$ cat src/rtl/pipe_fetch_if.sv
// Bundle of the instruction-memory request port and the fetch output port of pipe_fetch.
// master = fetch stage, slave = memory + IF/ID register side.
interface pipe_fetch_if #(
  parameter int XLEN = 32
) ();
  // imem_req_o/imem_gnt_i and inst_valid_o/inst_ready_i are valid/ready pairs: a transfer
  // happens on a rising edge where both are high, and the source holds valid and payload
  // stable until then. A redirect is the one exception: it may withdraw inst_valid_o.
  logic            imem_req_o;
  logic [XLEN-1:0] imem_addr_o;
  logic            imem_gnt_i;
  logic            imem_rvalid_i;
  logic [31:0]     imem_rdata_i;
  logic            inst_valid_o;
  logic            inst_ready_i;
  logic [XLEN-1:0] pc_data_o;
  logic [XLEN-1:0] pc_next_o;
  logic [31:0]     inst_data_o;
  logic            inst_fault_o;

  modport master (
    output imem_req_o, imem_addr_o,
    input  imem_gnt_i, imem_rvalid_i, imem_rdata_i,
    output inst_valid_o, pc_data_o, pc_next_o, inst_data_o, inst_fault_o,
    input  inst_ready_i
  );

  modport slave (
    input  imem_req_o, imem_addr_o,
    output imem_gnt_i, imem_rvalid_i, imem_rdata_i,
    input  inst_valid_o, pc_data_o, pc_next_o, inst_data_o, inst_fault_o,
    output inst_ready_i
  );
endinterface

$ cat src/rtl/pipe_fetch.sv
// hxd32 instruction fetch stage: in-order imem requests, response FIFO, redirect flush.
// Optional misaligned-redirect fault handling is enabled by defining HXD32_FETCH_ALIGN_CHK_EN.
module pipe_fetch #(
  parameter int              XLEN       = 32,
  parameter logic [XLEN-1:0] RESET_PC   = '0,
  parameter int              FIFO_DEPTH = 2
) (
  input  logic            clk_i,
  input  logic            rst_n_i,
  input  logic            redirect_i,
  input  logic [XLEN-1:0] redirect_pc_i,
  pipe_fetch_if.master    bus
);
  localparam int PW = $clog2(FIFO_DEPTH);
  localparam int CW = PW + 1;
  localparam logic [CW:0] DEPTH_W = (CW+1)'(FIFO_DEPTH);

  logic            started;
  logic [XLEN-1:0] fetch_pc, resp_pc, redir_pc;
  logic [CW-1:0]   inflight, drop_cnt, fifo_cnt;
  logic [PW-1:0]   wr_ptr, rd_ptr;
  logic [XLEN-1:0] mem_pc   [FIFO_DEPTH];
  logic [31:0]     mem_inst [FIFO_DEPTH];
  logic            credit, req, grant, rsp, rsp_push, fault_push, push, pop, halted;

`ifdef HXD32_FETCH_ALIGN_CHK_EN
  logic                  fault_pend;
  logic [FIFO_DEPTH-1:0] mem_fault;

  assign redir_pc   = redirect_pc_i;
  // The fault entry waits until every stale response is gone, so it is the only thing queued.
  assign fault_push = fault_pend && (drop_cnt == '0) && !redirect_i;

  always_ff @(posedge clk_i or negedge rst_n_i) begin
    if (!rst_n_i) begin
      halted     <= 1'b0;
      fault_pend <= 1'b0;
      mem_fault  <= '0;
    end else begin
      if (redirect_i) begin
        halted     <= (redir_pc[1:0] != 2'b00);
        fault_pend <= (redir_pc[1:0] != 2'b00);
      end else if (fault_push) begin
        fault_pend <= 1'b0;
      end
      if (push && !redirect_i) mem_fault[wr_ptr] <= fault_push;
    end
  end

  assign bus.inst_fault_o = mem_fault[rd_ptr];
`else
  assign redir_pc         = redirect_pc_i & ~XLEN'(3);
  assign fault_push       = 1'b0;
  assign halted           = 1'b0;
  assign bus.inst_fault_o = 1'b0;
`endif

  // Stale responses still count in inflight, so the credit also reserves room for them.
  assign credit   = ({1'b0, fifo_cnt} + {1'b0, inflight}) < DEPTH_W;
  assign req      = started && !redirect_i && credit && !halted;
  assign grant    = req && bus.imem_gnt_i;
  assign rsp      = bus.imem_rvalid_i && (inflight != '0);
  assign rsp_push = rsp && !redirect_i && (drop_cnt == '0);
  assign push     = rsp_push || fault_push;
  assign pop      = bus.inst_valid_o && bus.inst_ready_i && !redirect_i;

  always_ff @(posedge clk_i or negedge rst_n_i) begin
    if (!rst_n_i) begin
      started  <= 1'b0;
      fetch_pc <= RESET_PC;
      resp_pc  <= RESET_PC;
      inflight <= '0;
      drop_cnt <= '0;
      fifo_cnt <= '0;
      wr_ptr   <= '0;
      rd_ptr   <= '0;
      for (int i = 0; i < FIFO_DEPTH; i++) begin
        mem_pc[i]   <= '0;
        mem_inst[i] <= '0;
      end
    end else begin
      // Keeps the request low during and right after reset.
      started  <= 1'b1;
      inflight <= inflight + CW'(grant) - CW'(rsp);
      if (redirect_i) begin
        fetch_pc <= redir_pc;
        resp_pc  <= redir_pc;
        drop_cnt <= inflight - CW'(rsp);
        fifo_cnt <= '0;
        wr_ptr   <= '0;
        rd_ptr   <= '0;
      end else begin
        if (grant) fetch_pc <= fetch_pc + XLEN'(4);
        if (rsp && (drop_cnt != '0)) drop_cnt <= drop_cnt - CW'(1);
        if (rsp_push) resp_pc <= resp_pc + XLEN'(4);
        if (push) begin
          mem_pc[wr_ptr]   <= resp_pc;
          mem_inst[wr_ptr] <= fault_push ? 32'h0000_0013 : bus.imem_rdata_i;
          wr_ptr           <= wr_ptr + PW'(1);
        end
        if (pop) rd_ptr <= rd_ptr + PW'(1);
        fifo_cnt <= fifo_cnt + CW'(push) - CW'(pop);
      end
    end
  end

  assign bus.imem_req_o   = req;
  assign bus.imem_addr_o  = fetch_pc;
  assign bus.inst_valid_o = (fifo_cnt != '0);
  assign bus.pc_data_o    = mem_pc[rd_ptr];
  assign bus.pc_next_o    = mem_pc[rd_ptr] + XLEN'(4);
  assign bus.inst_data_o  = mem_inst[rd_ptr];
endmodule
$ cat src/flat_wrapper.sv
// flat-port wrapper written by rule: the top's interface ports become plain ports
module pipe_fetch_flat 
#(
  parameter int              XLEN       = 32,
  parameter logic [XLEN-1:0] RESET_PC   = '0,
  parameter int              FIFO_DEPTH = 2
)
  (clk_i, rst_n_i, redirect_i, redirect_pc_i, bus_imem_req_o, bus_imem_addr_o, bus_imem_gnt_i, bus_imem_rvalid_i, bus_imem_rdata_i, bus_inst_valid_o, bus_pc_data_o, bus_pc_next_o, bus_inst_data_o, bus_inst_fault_o, bus_inst_ready_i);
  pipe_fetch_if #(.XLEN(XLEN)) bus_i ();
  input  logic clk_i;
  input  logic rst_n_i;
  input  logic redirect_i;
  input  logic [XLEN-1:0] redirect_pc_i;
  output wire logic [$bits(bus_i.imem_req_o)-1:0] bus_imem_req_o;
  output wire logic [$bits(bus_i.imem_addr_o)-1:0] bus_imem_addr_o;
  input wire logic [$bits(bus_i.imem_gnt_i)-1:0] bus_imem_gnt_i;
  input wire logic [$bits(bus_i.imem_rvalid_i)-1:0] bus_imem_rvalid_i;
  input wire logic [$bits(bus_i.imem_rdata_i)-1:0] bus_imem_rdata_i;
  output wire logic [$bits(bus_i.inst_valid_o)-1:0] bus_inst_valid_o;
  output wire logic [$bits(bus_i.pc_data_o)-1:0] bus_pc_data_o;
  output wire logic [$bits(bus_i.pc_next_o)-1:0] bus_pc_next_o;
  output wire logic [$bits(bus_i.inst_data_o)-1:0] bus_inst_data_o;
  output wire logic [$bits(bus_i.inst_fault_o)-1:0] bus_inst_fault_o;
  input wire logic [$bits(bus_i.inst_ready_i)-1:0] bus_inst_ready_i;
  assign bus_imem_req_o = bus_i.imem_req_o;
  assign bus_imem_addr_o = bus_i.imem_addr_o;
  assign bus_i.imem_gnt_i = bus_imem_gnt_i;
  assign bus_i.imem_rvalid_i = bus_imem_rvalid_i;
  assign bus_i.imem_rdata_i = bus_imem_rdata_i;
  assign bus_inst_valid_o = bus_i.inst_valid_o;
  assign bus_pc_data_o = bus_i.pc_data_o;
  assign bus_pc_next_o = bus_i.pc_next_o;
  assign bus_inst_data_o = bus_i.inst_data_o;
  assign bus_inst_fault_o = bus_i.inst_fault_o;
  assign bus_i.inst_ready_i = bus_inst_ready_i;
  pipe_fetch #(.XLEN(XLEN), .RESET_PC(RESET_PC), .FIFO_DEPTH(FIFO_DEPTH)) u_core (.clk_i(clk_i), .rst_n_i(rst_n_i), .redirect_i(redirect_i), .redirect_pc_i(redirect_pc_i), .bus(bus_i));
endmodule
$ cat config.mk
export PLATFORM = sky130hd
export DESIGN_NAME = pipe_fetch_flat
export DESIGN_NICKNAME = d
export VERILOG_FILES = /design/src/rtl/pipe_fetch_if.sv /design/src/rtl/pipe_fetch.sv /design/src/flat_wrapper.sv
export SDC_FILE = /design/constraint.sdc
export NUM_CORES = 1
export LEC_CHECK = 0
export BUFFER_PORTS_ARGS = -buffer_cell sky130_fd_sc_hd__buf_2
export CELL_PAD_IN_SITES_DETAIL_PLACEMENT = 0
export CELL_PAD_IN_SITES_GLOBAL_PLACEMENT = 1
export CORE_UTILIZATION = 40
export CTS_CLUSTER_SIZE = 16
export DETAILED_ROUTE_END_ITERATION = 10
export HOLD_SLACK_MARGIN = 0.05
export PLACE_DENSITY_LB_ADDON = 0.1
export SYNTH_ARGS = -nofsm -noshare
export SYNTH_HDL_FRONTEND = slang
export SYNTH_SLANG_ARGS = --single-unit
$ cat constraint.sdc
create_clock -name clk_i -period 3.7 [get_ports clk_i]
set_clock_uncertainty 0.2 [all_clocks]
set_input_delay 0.185 -clock clk_i [delete_from_list [all_inputs] [get_ports clk_i]]
set_output_delay 0.185 -clock clk_i [all_outputs]
set_load 0.1 [all_outputs]
==> flow_summary.toml <==
[outcome]
status = "completed"

[drt]
first_iter_violations = 359
ant_nets = 0
wirelength_um = 25770
vias = 7777
firstDrtPassIters = 5
wl_per_cell_um = 17.44
drc_errors = 0
via_per_inst = 5.262

[placement]
place_area_um2 = 11820
port_buffers = 191
dp_hpwl_um = 17800
gp_congestion = 0.8055

[synthesis]
yosysTopAreaCell = "dfrtp_1"
ys_seq_area_share_pct = 47.83
synth-main-ff-cell = "dfrtp_1"
synth_cell_type_count = 65
avgSynthCellArea_um2 = 11.35
synth.top_cells.by_count = "dfrtp_1, mux2_2, nand2_1"
synth_edf_count = 0
yosys.cell_count.top_type = "dfrtp_1"
ys_seq_elements = 193
synth-async-reset-ratio_pct = 100.0
netlist_area_um2 = 10100
ys_warn_count = 0
synth_top_area_share_pct = 47.83
synth.area.top_cells = "dfrtp_1, mux2_2, nand2_1"
synthCells = 890

[floorplanning]
die_area_um2 = 25890
core_area_um2 = 24530
rows = 57
die_y_um = 160.9
die_x_um = 160.9
initial_core_util_pct = 41.16
io_pins = 201

[clock_tree]
cts-root-buf = "clkbuf_16"
clk_latency_ns = 0.44
htree_levels = 4
numCtsBuffers = 17
clockBufferDepth = 2
tritoncts = "yes"
cts_sinks = 193
post_cts.repair.setup_buffers = 0
clk_pin_slew_ns = 0.07

[timing]
rsz0062_at_grt = "yes"
fin_crit_sh_pct = 97.61
hold_viol = 0
max_slew_margin_pct = 44.68
fmax_mhz = 276.9
worstMarginPinSlew_ns = 0.8234
period_needed_ns = 3.611
finalMaxSlewViolations = 0
setup_violations = 0

[cells_and_area]
nNetsFinal = 1220
fillCellCount = 2253
stdcell_area_um2 = 13070
layout-drive-gt1-share_pct = 40.38
syn2layout_area_growth_pct = 29.45
antenna_cells = 0

[global_route]
grt_util_all_layers_pct = 20.47
grt_use_met3_pct = 3.022
met2_usage_pct = 31.72
gr-usage-met1_pct = 29.84
grt_pass1_vias = 7583
top_usage_layer = "met2"
grt_max_degree = 93
overflow = 0
antenna_found_initial = 0
grt_pass1_wl_um = 41690

[min_path]
hp-class = "primary input to flop"

[worst_setup_path]
cp-end-kind = "primary output"
path_max_fanout = 7
criticalPathCategory = "flop to primary output"
cp-start-kind = "flop"
required_ns = 3.31
arrival_ns = 3.23

[job]
maxCapViolations = 0
==> final cells by class <==
type / count / area [µm²] / area share, %
multi-input combinational: 634 / 5253 / 40.18
sequential: 193 / 4833 / 36.97
timing repair buffer: 273 / 1923 / 14.71
clock buffer: 19 / 452.9 / 3.465
tap: 324 / 405.4 / 3.101
clock inverter: 13 / 117.6 / 0.8997
inverter: 22 / 87.58 / 0.6700
==> worst paths after layout <==
path                                startpoint                    endpoint  slack, ns  cells past startpoint
setup / recovery                 u_core.rd_ptr           bus_pc_next_o[30]       0.09                      9
hold / removal               bus_imem_rvalid_i          u_core.drop_cnt[1]       0.11                      4
setup reg to reg            u_core.inflight[0]  u_core.bus.imem_addr_o[28]       1.00                      9
hold reg to reg            u_core.mem_inst[60]         u_core.mem_inst[60]       0.30                      1
max in group asynchronous              rst_n_i  u_core.bus.imem_addr_o[10]       2.31                      3
min in group asynchronous              rst_n_i         u_core.mem_inst[54]       0.18                      2
==> flip-flops by register name, indices dropped and copies added, names as in the netlist <==
name and cells:
u_core.mem_inst 64, u_core.rd_ptr 1, u_core.inflight 2, u_core.started 1
u_core.fifo_cnt 2, u_core.drop_cnt 2, u_core.mem_pc 60, u_core.resp_pc 30
u_core.bus.imem_addr_o 30, u_core.wr_ptr 1
==> through the flow <==
stage	setup WS, ns	utilization [%]	std cells	setup TNS [ns]	hold WS (ns)
floorplan	-0.9901	-	896	-9.707	-0.3106
global placement	0.5354	48.16	1379	0	0.1063
detailed placement	0.5283	48.16	1379	0	0.1174
CTS	0.03041	53.22	1478	0	0.09414
global route	-0.06713	53.28	1478	-0.1658	0.1167
finish	0.08857	53.28	1478	0	0.1059
==> repair_timing <==
action,in CTS,in global routing
resized for setup,0,5
hold endpoints to repair,220,0
hold buffers,67,0
setup endpoints to repair,0,7
==> cells by family after synthesis <==
kind of cell / share of synthesized area [%]
AND/OR/NAND/NOR: 14.43
flip-flops: 47.83
buffers and inverters: 3.469
other: 0.07437
multiplexers: 20.52
XOR/XNOR: 4.944
adder cells (fa/ha/maj): 1.189
AO/OA/AOI/OAI: 7.546
==> worst max-delay path, cell delays in order (launching register included) <==
cell and delay (ns):
dfrtp_4 0.55, mux2i_4 0.22, clkinvlp_4 0.09, ha_4 0.15, nand4_1 0.20, a221oi_4 0.39
nand2_1 0.27, nor3_1 0.53, xor2_4 0.20, buf_12 0.19
==> cells in the final DEF (no fill, tap or decap), drive strengths merged, types with 8 or more instances in the layout <==
cell         Yosys  layout
clkbuf          13      24
dlygate4sd3      0      67
o211ai          19      19
o21ai           40      40
mux2           176     176
nand3           44      44
dfrtp          193     193
nand4           26      26
mux2i            9       9
nor2            30      30
and3            16      16
nand2           89      89
ha               8       8
a31oi            8       8
xor2            30      30
conb             2       8
nor3            14      14
o311ai          14      14
inv             20      25
xnor2           27      27
buf             34     201
a21oi           13      13
==> metal layers <==
| layer | part of all wire (%) | vias to the layer above |
|---|---|---|
| li1 | - | 3723 |
| met2 | 45 | 185 |
| met5 | 0 | - |
| met3 | 3.9 | 18 |
| met1 | 50 | 3851 |
| met4 | 1.0 | 0 |
Power is not shown: default switching activity piles up to over one toggle a cycle in this logic, so the estimate is an artifact.
